[config.mk]
export PLATFORM = sky130hd
export DESIGN_NAME = drive_z_corr_ctrl
export DESIGN_NICKNAME = d
export VERILOG_FILES = /design/src/rtl/drive_ctrl_pkg.sv /design/src/rtl/drive_z_corr_qubit_fsm.sv /design/src/rtl/drive_z_corr_ctrl.sv
export SDC_FILE = /design/constraint.sdc
export NUM_CORES = 1
export LEC_CHECK = 0
export ABC_AREA = 1
export CORE_ASPECT_RATIO = 0.75
export CORE_MARGIN = 2
export CORE_UTILIZATION = 49
export DETAILED_ROUTE_END_ITERATION = 8
export GPL_TIMING_DRIVEN = 0
export PLACE_DENSITY = 0.75
export SLEW_MARGIN = 40
export SYNTH_ARGS = -nofsm -noshare
export SYNTH_HDL_FRONTEND = slang
export SYNTH_SLANG_ARGS = --single-unit
export TNS_END_PERCENT = 10
[constraint.sdc]
create_clock -name clk -period 13 [get_ports clk]
set_input_delay 1.95 -clock clk [delete_from_list [all_inputs] [get_ports clk]]
set_output_delay 1.95 -clock clk [all_outputs]
set_load 0.05 [all_outputs]
[src/rtl/drive_ctrl_pkg.sv]
// Shared types and constants for the drive-circuit bank controllers.
// Holds the per-qubit Z-correction FSM state encoding and the zero-window substitute.
package drive_ctrl_pkg;

    typedef enum logic [1:0] {
        ZC_IDLE  = 2'd0,
        ZC_ARMED = 2'd1,
        ZC_CORR  = 2'd2
    } zc_state_e;

    // A requested window of 0 is treated as this length so a correction is never skipped.
    localparam int unsigned ZC_MIN_WIN = 1;

endpackage

[src/rtl/drive_z_corr_qubit_fsm.sv]
// One qubit's Z-correction sequencer: arm, wait for local readout finish, hold a timed window.
// Owns the window/counter registers and the registered NCO-facing outputs for its channel.
module drive_z_corr_qubit_fsm
    import drive_ctrl_pkg::*;
#(
    parameter int WIN_CNT_WIDTH = 8
)
(
    input  logic                     clk,
    input  logic                     rst,
    input  logic                     arm_i,
    input  logic [WIN_CNT_WIDTH-1:0] win_i,
    input  logic                     glb_fin_i,
    input  logic                     local_fin_i,
    output logic                     busy_o,
    output logic                     mode_o,
    output logic                     done_o,
    output logic                     phase_wr_en_o,
    output logic                     z_corr_wr_en_o
);

    localparam logic [WIN_CNT_WIDTH-1:0] MinWin = WIN_CNT_WIDTH'(ZC_MIN_WIN);
    localparam logic [WIN_CNT_WIDTH-1:0] LastCnt = WIN_CNT_WIDTH'(1);

    zc_state_e                state_q;
    zc_state_e                state_d;
    logic [WIN_CNT_WIDTH-1:0] win_q;
    logic [WIN_CNT_WIDTH-1:0] win_d;
    logic [WIN_CNT_WIDTH-1:0] cnt_q;
    logic [WIN_CNT_WIDTH-1:0] cnt_d;
    logic                     done_q;
    logic                     done_d;
    logic                     phase_wr_en_q;
    logic                     z_corr_wr_en_q;

    // Bank-wide finish outranks the local finish, which outranks the window countdown.
    always_comb begin
        state_d = state_q;
        win_d   = win_q;
        cnt_d   = cnt_q;
        done_d  = 1'b0;
        case (state_q)
            ZC_IDLE: begin
                if (arm_i) begin
                    state_d = ZC_ARMED;
                    win_d   = (win_i == '0) ? MinWin : win_i;
                end
            end
            ZC_ARMED: begin
                if (glb_fin_i) begin
                    state_d = ZC_IDLE;
                end else if (local_fin_i) begin
                    state_d = ZC_CORR;
                    cnt_d   = win_q;
                end
            end
            ZC_CORR: begin
                if (glb_fin_i) begin
                    state_d = ZC_IDLE;
                end else if (cnt_q == LastCnt) begin
                    state_d = ZC_IDLE;
                    done_d  = 1'b1;
                end else begin
                    cnt_d = cnt_q - LastCnt;
                end
            end
            default: begin
                state_d = ZC_IDLE;
            end
        endcase
    end

    always_ff @(posedge clk or posedge rst) begin
        if (rst) begin
            state_q        <= ZC_IDLE;
            win_q          <= '0;
            cnt_q          <= '0;
            done_q         <= 1'b0;
            phase_wr_en_q  <= 1'b0;
            z_corr_wr_en_q <= 1'b0;
        end else begin
            state_q        <= state_d;
            win_q          <= win_d;
            cnt_q          <= cnt_d;
            done_q         <= done_d;
            phase_wr_en_q  <= ~glb_fin_i;
            z_corr_wr_en_q <= 1'b1;
        end
    end

    assign busy_o         = (state_q != ZC_IDLE);
    assign mode_o         = (state_q != ZC_CORR);
    assign done_o         = done_q;
    assign phase_wr_en_o  = phase_wr_en_q;
    assign z_corr_wr_en_o = z_corr_wr_en_q;

endmodule

[src/rtl/drive_z_corr_ctrl.sv]
// Per-qubit Z-correction controller for one drive-circuit bank (one FSM per NCO channel).
// Define Z_CORR_ERR_EN to build the sticky arm-collision flag err_overlap; otherwise it is tied 0.
module drive_z_corr_ctrl
    import drive_ctrl_pkg::*;
#(
    parameter int NUM_QUBIT_PER_BANK        = 16,
    parameter int QUBIT_ADDR_WIDTH_PER_BANK = 4,
    parameter int WIN_CNT_WIDTH             = 8
)
(
    input  logic                                 clk,
    input  logic                                 rst,
    input  logic                                 valid_inst_table_in,
    input  logic [QUBIT_ADDR_WIDTH_PER_BANK-1:0] qubit_sel,
    input  logic [WIN_CNT_WIDTH-1:0]             z_corr_win,
    input  logic                                 glb_is_read_env_fin,
    input  logic [NUM_QUBIT_PER_BANK-1:0]        local_is_read_env_fin,
    output logic [NUM_QUBIT_PER_BANK-1:0]        nco_phase_wr_en,
    output logic [NUM_QUBIT_PER_BANK-1:0]        nco_z_corr_wr_en,
    output logic [NUM_QUBIT_PER_BANK-1:0]        nco_z_corr_mode,
    output logic [NUM_QUBIT_PER_BANK-1:0]        corr_done,
    output logic                                 busy,
    output logic                                 err_overlap
);

    logic [NUM_QUBIT_PER_BANK-1:0] arm_vec;
    logic [NUM_QUBIT_PER_BANK-1:0] busy_vec;

    // Out-of-range selects match no channel and therefore arm nothing.
    always_comb begin
        arm_vec = '0;
        for (int i = 0; i < NUM_QUBIT_PER_BANK; i++) begin
            if (valid_inst_table_in && (int'(qubit_sel) == i)) begin
                arm_vec[i] = 1'b1;
            end
        end
    end

    for (genvar g = 0; g < NUM_QUBIT_PER_BANK; g++) begin : g_qubit
        drive_z_corr_qubit_fsm #(
            .WIN_CNT_WIDTH(WIN_CNT_WIDTH)
        ) u_fsm (
            .clk           (clk),
            .rst           (rst),
            .arm_i         (arm_vec[g]),
            .win_i         (z_corr_win),
            .glb_fin_i     (glb_is_read_env_fin),
            .local_fin_i   (local_is_read_env_fin[g]),
            .busy_o        (busy_vec[g]),
            .mode_o        (nco_z_corr_mode[g]),
            .done_o        (corr_done[g]),
            .phase_wr_en_o (nco_phase_wr_en[g]),
            .z_corr_wr_en_o(nco_z_corr_wr_en[g])
        );
    end

    assign busy = |busy_vec;

`ifdef Z_CORR_ERR_EN
    logic err_overlap_q;

    // An arm landing on a channel that is already ARMED or CORR latches the flag until reset.
    always_ff @(posedge clk or posedge rst) begin
        if (rst) begin
            err_overlap_q <= 1'b0;
        end else if (|(arm_vec & busy_vec)) begin
            err_overlap_q <= 1'b1;
        end
    end

    assign err_overlap = err_overlap_q;
`else
    assign err_overlap = 1'b0;
`endif

endmodule

==> results.json, run 1 <==
{
  "die_x_um": 214,
  "met2_length_um": 18900,
  "syn_nets": 2258,
  "clk_pin_slew_ps": 60,
  "htreeDepth": 1,
  "nFillCells": 2957,
  "hpwl_um": 30300,
  "wl_um": 43400,
  "viasPerCell": 5.32,
  "num_rows": 57,
  "min_path_type": "reg -> reg",
  "cp_max_fo": 10,
  "highest_layer": "met4",
  "gp_congestion": 0.890,
  "comb_power_share_pct": 27.7,
  "dieArea_um2": 34700,
  "relSlewSlack_pct": 34.9,
  "ctsResizeCount": 0,
  "ys_top_cells_by_area": "dfrtp_1, nand2_1, o21ai_0, nand3_1, inv_1",
  "grt_pass1_vias": 13597,
  "yosysUniqueCellTypes": 31,
  "critical_path_required_ps": 11050,
  "drc": 0,
  "root_buffer": "clkbuf_16",
  "maxSlewViolCount": 0,
  "post_drt_wl_per_cell_um": 15.5,
  "ff_latch_area_um2": 7660,
  "layout_common_cells": "nand2_1, dfrtp_1, o21ai_0, inv_1, nor2_1",
  "r2r_slack_ps": 11200,
  "grt_max_degree": 70,
  "critPathCapture": "nco_z_corr_mode[9]",
  "synth_area_um2": 16300,
  "fin_crit_sh_pct": 34.8,
  "finalSetupViolCount": 0,
  "multi_input_area_um2": 6940,
  "vias": 14873,
  "antenna_found_initial": 3,
  "synth_warnings": 0,
  "io-pin-count": 98,
  "cap_violations": 0,
  "port-buffer-count": 95,
  "arrival_ps": 2570,
  "skew_ps": 8.81,
  "yosys_register_bits": 306,
  "cp-start-kind": "flop",
  "syn_avg_cell_area_um2": 7.41,
  "clock_sinks": 306,
  "reg2reg_from": "g_qubit[13].u_fsm.state_q[0]",
  "tightest_slew_ps": 977,
  "synth_top_area_share_pct": 47.1,
  "drt_pre_antenna_iters": 6,
  "cp-startpoint": "g_qubit[9].u_fsm.state_q[1]",
  "post_cts_buffers": 0,
  "reg2reg_to": "g_qubit[13].u_fsm.win_q[3]",
  "seqPwrFrac_pct": 41.9,
  "p_leak_nw": 9.41,
  "pre_cts_ws_ps": 8620,
  "power.switching_mw": 1.15,
  "utilization_pct": 58.5,
  "yosys.area.top_type": "dfrtp_1",
  "cts_buffers": 31,
  "worstSetupPathType": "reg -> out",
  "first_iter_violations": 1375,
  "end_kind": "output port",
  "drive_gt1_share_pct": 8.13,
  "power_density_nw_per_um2": 171,
  "start_util_pct": 50.0,
  "p_int_mw": 2.11,
  "netlist_instances": 2194,
  "antenna_left": 0,
  "fmax_ghz": 0.221,
  "postCtsHoldBufs": 0,
  "swShare_pct": 35.2,
  "cts_tree": "built",
  "final_common_cell": "nand2_1",
  "grt_pass1_wl_um": 70500,
  "clkLatencyLatePin_ps": 570,
  "fp.dieH_um": 162,
  "final-hold-violation-count": 0,
  "area_delta_synth_final_pct": 17.0,
  "route.met3.wl_um": 3170,
  "wl_met1_um": 20200,
  "ir_drop_mv": 0.111,
  "synth_seq_area_share_pct": 47.1,
  "reg2reg_depth": 4,
  "nets": 2391,
  "rsz0062_at_grt": "no",
  "clockBufferDepth": 3,
  "gr-usage-all-layers_pct": 24.9,
  "pwr-share-clk_pct": 30.3,
  "outcome": "completed",
  "layout_setup_ws_ps": 8480,
  "gr-total-overflow": 0,
  "post-route-min-period_ps": 4520,
  "core_um2": 32500
}
[how the worst min path moves through the flow]
stage / cells past startpoint / to / start
after floorplan: 1 / g_qubit[10].u_fsm.state_q[0] / g_qubit[10].u_fsm.state_q[1]
after global placement: 1 / g_qubit[7].u_fsm.state_q[0] / g_qubit[7].u_fsm.state_q[1]
after detailed placement: 1 / g_qubit[7].u_fsm.state_q[0] / g_qubit[7].u_fsm.state_q[1]
after CTS: 1 / g_qubit[7].u_fsm.state_q[0] / g_qubit[7].u_fsm.state_q[1]
after global routing: 1 / g_qubit[7].u_fsm.state_q[0] / g_qubit[7].u_fsm.state_q[1]
final: 1 / g_qubit[7].u_fsm.state_q[0] / g_qubit[7].u_fsm.state_q[1]
[power groups by stage]
| stage | logic (mW) | clock network (mW) | registers, mW |
|---|---|---|---|
| 2_1_floorplan | 0.686 | 0 | 1.33 |
| 3_3_place_gp | 0.845 | 0 | 1.37 |
| 3_5_place_dp | 0.888 | 0 | 1.37 |
| 4_1_cts | 0.895 | 0.997 | 1.36 |
| 5_1_grt | 1.04 | 1.04 | 1.39 |
| 6_report | 0.903 | 0.988 | 1.37 |
[kinds of logic after synthesis]
family	Yosys count	share of synthesized area (%)
compound gates	288	9.18
xor+xnor	7	0.377
other cells	2	0.0462
buf+inv	365	10.2
fa+ha+maj	32	2.46
flops	306	47.1
simple gates	1194	30.6
[cell type report]
class                           instances  share of cell area (%)
Clock inverter                         15                    1.36
Clock buffer                           40                    4.52
Sequential cell                       306                    40.3
Buffer                                128                    4.07
Timing Repair Buffer                  100                    5.64
Inverter                              237                    4.72
Tap cell                              442                    2.91
Antenna cell                            3                  0.0395
Multi-Input combinational cell       1523                    36.5
[worst max-delay path: stages, from the launching register on]
cell,delay (ps)
dfrtp_1,380
inv_1,110
nor2_2,100
inv_1,100
clkbuf_1,320
buf_4,190
clkdlybuf4s50_1,790
[flip-flops by register name (all words and copies together), names as in the netlist]
register	flops
g_qubit.u_fsm.cnt_q	128
g_qubit.u_fsm.done_o	16
g_qubit.u_fsm.phase_wr_en_o	1
g_qubit.u_fsm.state_q	32
g_qubit.u_fsm.win_q	128
g_qubit.u_fsm.z_corr_wr_en_o	1
[cells in the mapped netlist (all sizes together)]
| library cell | count |
|---|---|
| a21oi | 20 |
| a31oi | 4 |
| buf | 92 |
| clkbuf | 36 |
| clkinv | 2 |
| conb | 2 |
| dfrtp | 306 |
| ha | 32 |
| inv | 235 |
| nand2 | 703 |
| nand3 | 196 |
| nand3b | 2 |
| nand4 | 46 |
| nor2 | 207 |
| nor3 | 16 |
| nor4 | 3 |
| o21ai | 250 |
| o21bai | 1 |
| o31ai | 4 |
| o32ai | 2 |
| o41ai | 7 |
| or2 | 21 |
| xor2 | 7 |
[routing by layer]
| layer | vias up | track usage, % |
|---|---|---|
| met5 | - | 0 |
| met4 | 0 | 7.07 |
| met3 | 86 | 3.88 |
| met2 | 552 | 38.1 |
| met1 | 7024 | 36.9 |
| li1 | 7211 | - |
[metrics by stage]
stage	hold slack, ps	setup TNS [ps]	total power, mW	instance area (um^2)	std cells
global route	482	0	3.47	19000	2794
global placement	440	-352550	2.21	17800	2731
floorplan	431	0	2.01	16300	2194
detailed placement	444	0	2.26	17900	2735
CTS	453	0	3.25	19000	2790
finish	453	0	3.26	19000	2794
(Power assumes the default switching activity.)
==> inputs of run 2 (changes only) <==
==> constraint.sdc (replaced) <==
create_clock -name clk -period 4.7 [get_ports clk]
set_input_delay 0.705 -clock clk [delete_from_list [all_inputs] [get_ports clk]]
set_output_delay 0.705 -clock clk [all_outputs]
set_load 0.05 [all_outputs]
==> run 2 against run 1 <==
Net effect: power increased to 2.7 times the previous value; cell count increased by 0.32%; global-route usage increased by 0.26 points; via count decreased by 0.55%; die area unchanged; first-iteration DRC count increased by 10%; routed wire length increased by 0.12%; core utilization increased by 0.57 points; sequential share of layout area decreased by 0.39 points; cell area increased by 0.97%; hold slack improved by 12 ps; register-to-register slack got worse by 8400 ps; critical endpoint unchanged; largest cell class unchanged.
==> results.json, run 2 (synthesis results as in run 1) <==
{
  "fin_crit_sh_pct": 70.0,
  "cts_tree": "built",
  "viasPerCell": 5.28,
  "antenna_left": 0,
  "port-buffer-count": 95,
  "grt_max_degree": 27,
  "hpwl_um": 30900,
  "gp_congestion": 0.898,
  "drive_gt1_share_pct": 8.61,
  "fmax_ghz": 0.304,
  "cp_max_fo": 10,
  "io-pin-count": 98,
  "totalPowerFinal_mw": 8.95,
  "post-route-min-period_ps": 3290,
  "root_buffer": "clkbuf_16",
  "clock_sinks": 306,
  "power_density_nw_per_um2": 466,
  "area_delta_synth_final_pct": 18.2,
  "final-hold-violation-count": 0,
  "dieArea_um2": 34700,
  "clk_pin_slew_ps": 70,
  "cap_violations": 0,
  "arrival_ps": 2590,
  "grt_pass1_wl_um": 70700,
  "wl_um": 43500,
  "utilization_pct": 59.1,
  "core_um2": 32500,
  "first_iter_violations": 1518,
  "p_leak_nw": 9.49,
  "maxSlewViolCount": 0,
  "cts_buffers": 30,
  "htreeDepth": 1,
  "relSlewSlack_pct": 39.4,
  "min_path_type": "reg -> reg",
  "finalSetupViolCount": 0,
  "ir_drop_mv": 0.262,
  "die_x_um": 214,
  "fp.dieH_um": 162,
  "critical_path_required_ps": 3990,
  "gr-usage-all-layers_pct": 25.2,
  "ctsResizeCount": 0,
  "post_cts_buffers": 0,
  "tightest_slew_ps": 910,
  "start_util_pct": 50.0,
  "worstSetupPathType": "reg -> out",
  "end_kind": "output port",
  "num_rows": 57,
  "post_drt_wl_per_cell_um": 15.5,
  "tns_ps": 0,
  "final_common_cell": "nand2_1",
  "rsz0062_at_grt": "no",
  "cp-start-kind": "flop",
  "clockBufferDepth": 3,
  "drt_pre_antenna_iters": 5,
  "outcome": "completed",
  "layout_common_cells": "nand2_1, dfrtp_1, o21ai_0, inv_1, nor2_1",
  "antenna_found_initial": 2,
  "clkLatencyLatePin_ps": 590,
  "skew_ps": 24.9,
  "gr-total-overflow": 0,
  "grt_pass1_vias": 13738,
  "drc": 0,
  "vias": 14791,
  "nets": 2399,
  "biggestRegsByFlops": "g_qubit.u_fsm.cnt_q (128), g_qubit.u_fsm.win_q (128), g_qubit.u_fsm.state_q (32)",
  "postCtsHoldBufs": 0
}
-- run 2: final cells by class --
type / instances / area, um^2
fillers: 2931 / 13300
clock buffers: 39 / 835
multi-input cells: 1523 / 6940
inverters: 237 / 893
well taps: 442 / 553
diodes: 2 / 5.00
plain buffers: 128 / 776
clock inverters: 17 / 251
flip-flops and latches: 306 / 7660
repair buffers: 109 / 1290
-- run 2: metal layers --
metal	global-route usage [%]	vias to the layer above	routed length, um
li1	-	7232	-
met1	37.0	6933	20100
met2	38.1	535	18600
met3	4.10	91	3270
met4	8.33	0	1480
met5	0	-	0
-- run 2: path summary, 6_finish.rpt --
path / from / endpoint / slack, ps / depth (start not counted)
max: g_qubit[9].u_fsm.state_q[0] / nco_z_corr_mode[9] / 1410 / 5
min: g_qubit[1].u_fsm.state_q[1] / g_qubit[1].u_fsm.state_q[0] / 470 / 1
max reg2reg: g_qubit[8].u_fsm.state_q[0] / g_qubit[8].u_fsm.cnt_q[7] / 2850 / 8
min reg2reg: g_qubit[1].u_fsm.state_q[1] / g_qubit[1].u_fsm.state_q[0] / 470 / 1
max in group asynchronous: rst / g_qubit[13].u_fsm.win_q[1] / 3000 / 7
min in group asynchronous: rst / g_qubit[4].u_fsm.cnt_q[4] / 490 / 2
-- run 2: through the flow --
| step | hold WS, ps | setup slack (ps) | std cells | area [um^2] |
|---|---|---|---|---|
| after global placement | 438 | -2300 | 2731 | 17800 |
| after global routing | 479 | 1250 | 2803 | 19200 |
| after floorplan | 431 | -76.0 | 2194 | 16300 |
| after detailed placement | 453 | 1710 | 2745 | 18100 |
| after CTS | 466 | 1410 | 2801 | 19200 |
| final | 465 | 1410 | 2803 | 19200 |
-- run 2: power breakdown --
| group | switching, mW | internal (mW) | total [mW] |
|---|---|---|---|
| logic | 1.61 | 0.906 | 2.52 |
| registers | 0.498 | 3.28 | 3.78 |
| clock network | 1.08 | 1.58 | 2.66 |
-- run 2: critical path: stages (launching register included) --
cell,delay (ps)
dfrtp_1,400
nor2_2,350
inv_1,120
clkbuf_1,240
buf_4,200
clkdlybuf4s50_1,690
==> inputs of run 3 (changes only) <==
--- a/config.mk
+++ b/config.mk
@@ -11,7 +11,7 @@
 export CORE_UTILIZATION = 49
 export DETAILED_ROUTE_END_ITERATION = 8
 export GPL_TIMING_DRIVEN = 0
-export PLACE_DENSITY = 0.75
+export PLACE_DENSITY = 0.77
 export SLEW_MARGIN = 40
 export SYNTH_ARGS = -nofsm -noshare
 export SYNTH_HDL_FRONTEND = slang
==> constraint.sdc (replaced) <==
create_clock -name clk -period 2.95 [get_ports clk]
set_input_delay 0.4425 -clock clk [delete_from_list [all_inputs] [get_ports clk]]
set_output_delay 0.4425 -clock clk [all_outputs]
set_load 0.05 [all_outputs]
==> run 3 against run 2 <==
Net effect: sequential power grew 60%; via count grew 0.62%; clock skew shrank 14 ps; non-clock buffer count shrank 1; sequential cell count is the same; hold slack lost 330 ps; global-route usage shrank 0.052 points; combinational power grew 60%; power grew 59%; cell count is essentially flat; first-iteration DRC count shrank 11%; critical path depth shrank 1; critical path type unchanged; highest routed layer unchanged.
==> results.json, run 3 (synthesis results as in run 1) <==
{
  "num_rows": 57,
  "drive_gt1_share_pct": 8.66,
  "cp_max_fo": 10,
  "area_delta_synth_final_pct": 17.8,
  "seqPwrFrac_pct": 42.4,
  "final_cells": 2801,
  "antenna_found_initial": 3,
  "comb_power_share_pct": 28.3,
  "first_iter_violations": 1345,
  "start_util_pct": 50.0,
  "nets": 2398,
  "viasPerCell": 5.31,
  "htreeDepth": 1,
  "grt_pass1_vias": 13755,
  "final_common_cell": "nand2_1",
  "tightest_slew_ps": 891,
  "io-pin-count": 98,
  "pre_cts_ws_ps": 204,
  "drc": 0,
  "clock_sinks": 306,
  "cap_violations": 0,
  "port-buffer-count": 95,
  "final-hold-violation-count": 0,
  "layout_common_cells": "nand2_1, dfrtp_1, o21ai_0, inv_1, nor2_1",
  "vias": 14882,
  "arrival_ps": 2370,
  "post_drt_wl_per_cell_um": 15.6,
  "grt_pass1_wl_um": 70700,
  "skew_ps": 11.3,
  "fp.dieH_um": 162,
  "rsz0062_at_grt": "no",
  "power_density_nw_per_um2": 743,
  "root_buffer": "clkbuf_16",
  "p_int_mw": 9.17,
  "outcome": "completed",
  "cp-start-kind": "flop",
  "wl_um": 43700,
  "gr-total-overflow": 0,
  "drt_pre_antenna_iters": 6,
  "post-route-min-period_ps": 2810,
  "min_path_type": "in -> async",
  "gp_congestion": 0.911,
  "clkLatencyLatePin_ps": 570,
  "pwr-share-clk_pct": 29.3,
  "clockBufferDepth": 3,
  "fin_crit_sh_pct": 95.3,
  "critical_path_required_ps": 2510,
  "grt_max_degree": 27,
  "reg2reg_from": "g_qubit[6].u_fsm.state_q[0]",
  "end_kind": "output port",
  "hpwl_um": 31200,
  "biggestRegsByFlops": "g_qubit.u_fsm.cnt_q (128), g_qubit.u_fsm.win_q (128), g_qubit.u_fsm.state_q (32)",
  "finalSetupViolCount": 0,
  "r2r_slack_ps": 1120,
  "swShare_pct": 35.5,
  "maxSlewViolCount": 0,
  "cp-startpoint": "g_qubit[8].u_fsm.state_q[0]",
  "cts_buffers": 30,
  "core_um2": 32500,
  "dpl.cell_count": 2745,
  "dieArea_um2": 34700,
  "fmax_ghz": 0.356,
  "relSlewSlack_pct": 40.6,
  "cts_tree": "built",
  "gr-usage-all-layers_pct": 25.1,
  "die_x_um": 214,
  "antenna_left": 0,
  "clk_pin_slew_ps": 60,
  "p_leak_nw": 9.46,
  "power.switching_mw": 5.06,
  "ir_drop_mv": 0.458,
  "worstSetupPathType": "reg -> out",
  "layout_setup_ws_ps": 138
}
run 3: cell types whose count changed in the layout (fill, tap and decap cells not counted), moves of 2 or more:
cell,change
dlygate4sd2_1,+2
buf_16,-3
buf_4,+5
clkinv_2,-5
bufinv_16,-2
clkbuf_8,+5
buf_12,+3
clkbuf_2,-2
diode_2,+2
clkdlybuf4s50_1,-7
run 3: power by group through the flow:
stage | Clock, mW | Sequential [mW] | Combinational (mW)
after floorplan | 0 | 5.84 | 3.02
after global placement | 0 | 6.02 | 3.73
after detailed placement | 0 | 6.05 | 3.95
after CTS | 4.23 | 6.01 | 3.99
after global routing | 4.39 | 6.15 | 4.64
final | 4.17 | 6.03 | 4.02
run 3: per-stage QoR:
stage                     power [mW]  utilization (%)  TNS [ps]  cell area, um^2  hold slack [ps]
after global routing            15.2             58.9         0            19200              146
after CTS                       14.2             58.9         0            19200              133
after floorplan                 8.86                -   -478420            16300              431
after detailed placement        10.0             55.6         0            18100              448
after global placement          9.75             54.6  -1140050            17800              441
final                           14.2             58.9         0            19200              140
run 3: final cells by class:
type / instances / area (um^2)
sequential: 306 / 7660
multi-input combinational: 1523 / 6940
buffer: 127 / 769
fill: 2906 / 13400
tap: 442 / 553
inverter: 237 / 893
antenna: 4 / 10.0
clock inverter: 9 / 150
clock buffer: 44 / 925
timing repair buffer: 109 / 1250
run 3: routing by layer:
| layer | global-route usage (%) | vias up | share of wire [%] |
|---|---|---|---|
| met5 | 0 | - | 0 |
| met4 | 8.33 | 0 | 3.0 |
| met3 | 3.95 | 91 | 7.2 |
| met2 | 38.2 | 562 | 44 |
| met1 | 36.9 | 7002 | 46 |
| li1 | - | 7227 | - |
run 3: timing repair:
| item | 4_1_cts | 5_1_grt |
|---|---|---|
| hold buffers | 0 | 0 |
| endpoints found under the hold margin | 0 | 0 |
| pin swaps | 0 | 0 |
| setup endpoints to repair | 5 | 3 |
| gates resized for setup | 5 | 2 |
| setup buffers | 0 | 0 |
run 3: worst paths after layout:
| path | cells past startpoint | to |
|---|---|---|
| max | 4 | nco_z_corr_mode[8] |
| min | 2 | g_qubit[5].u_fsm.cnt_q[4] |
| max reg2reg | 7 | g_qubit[6].u_fsm.cnt_q[1] |
| min reg2reg | 1 | g_qubit[9].u_fsm.state_q[0] |
| max in group asynchronous | 7 | g_qubit[6].u_fsm.done_o |
| min in group clk | 5 | g_qubit[9].u_fsm.win_q[0] |
run 3: critical path: stages, from the launching register on:
cell             delay, ps
dfrtp_1                410
nor2_2                 350
inv_2                  180
buf_4                  170
clkdlybuf4s50_1        680
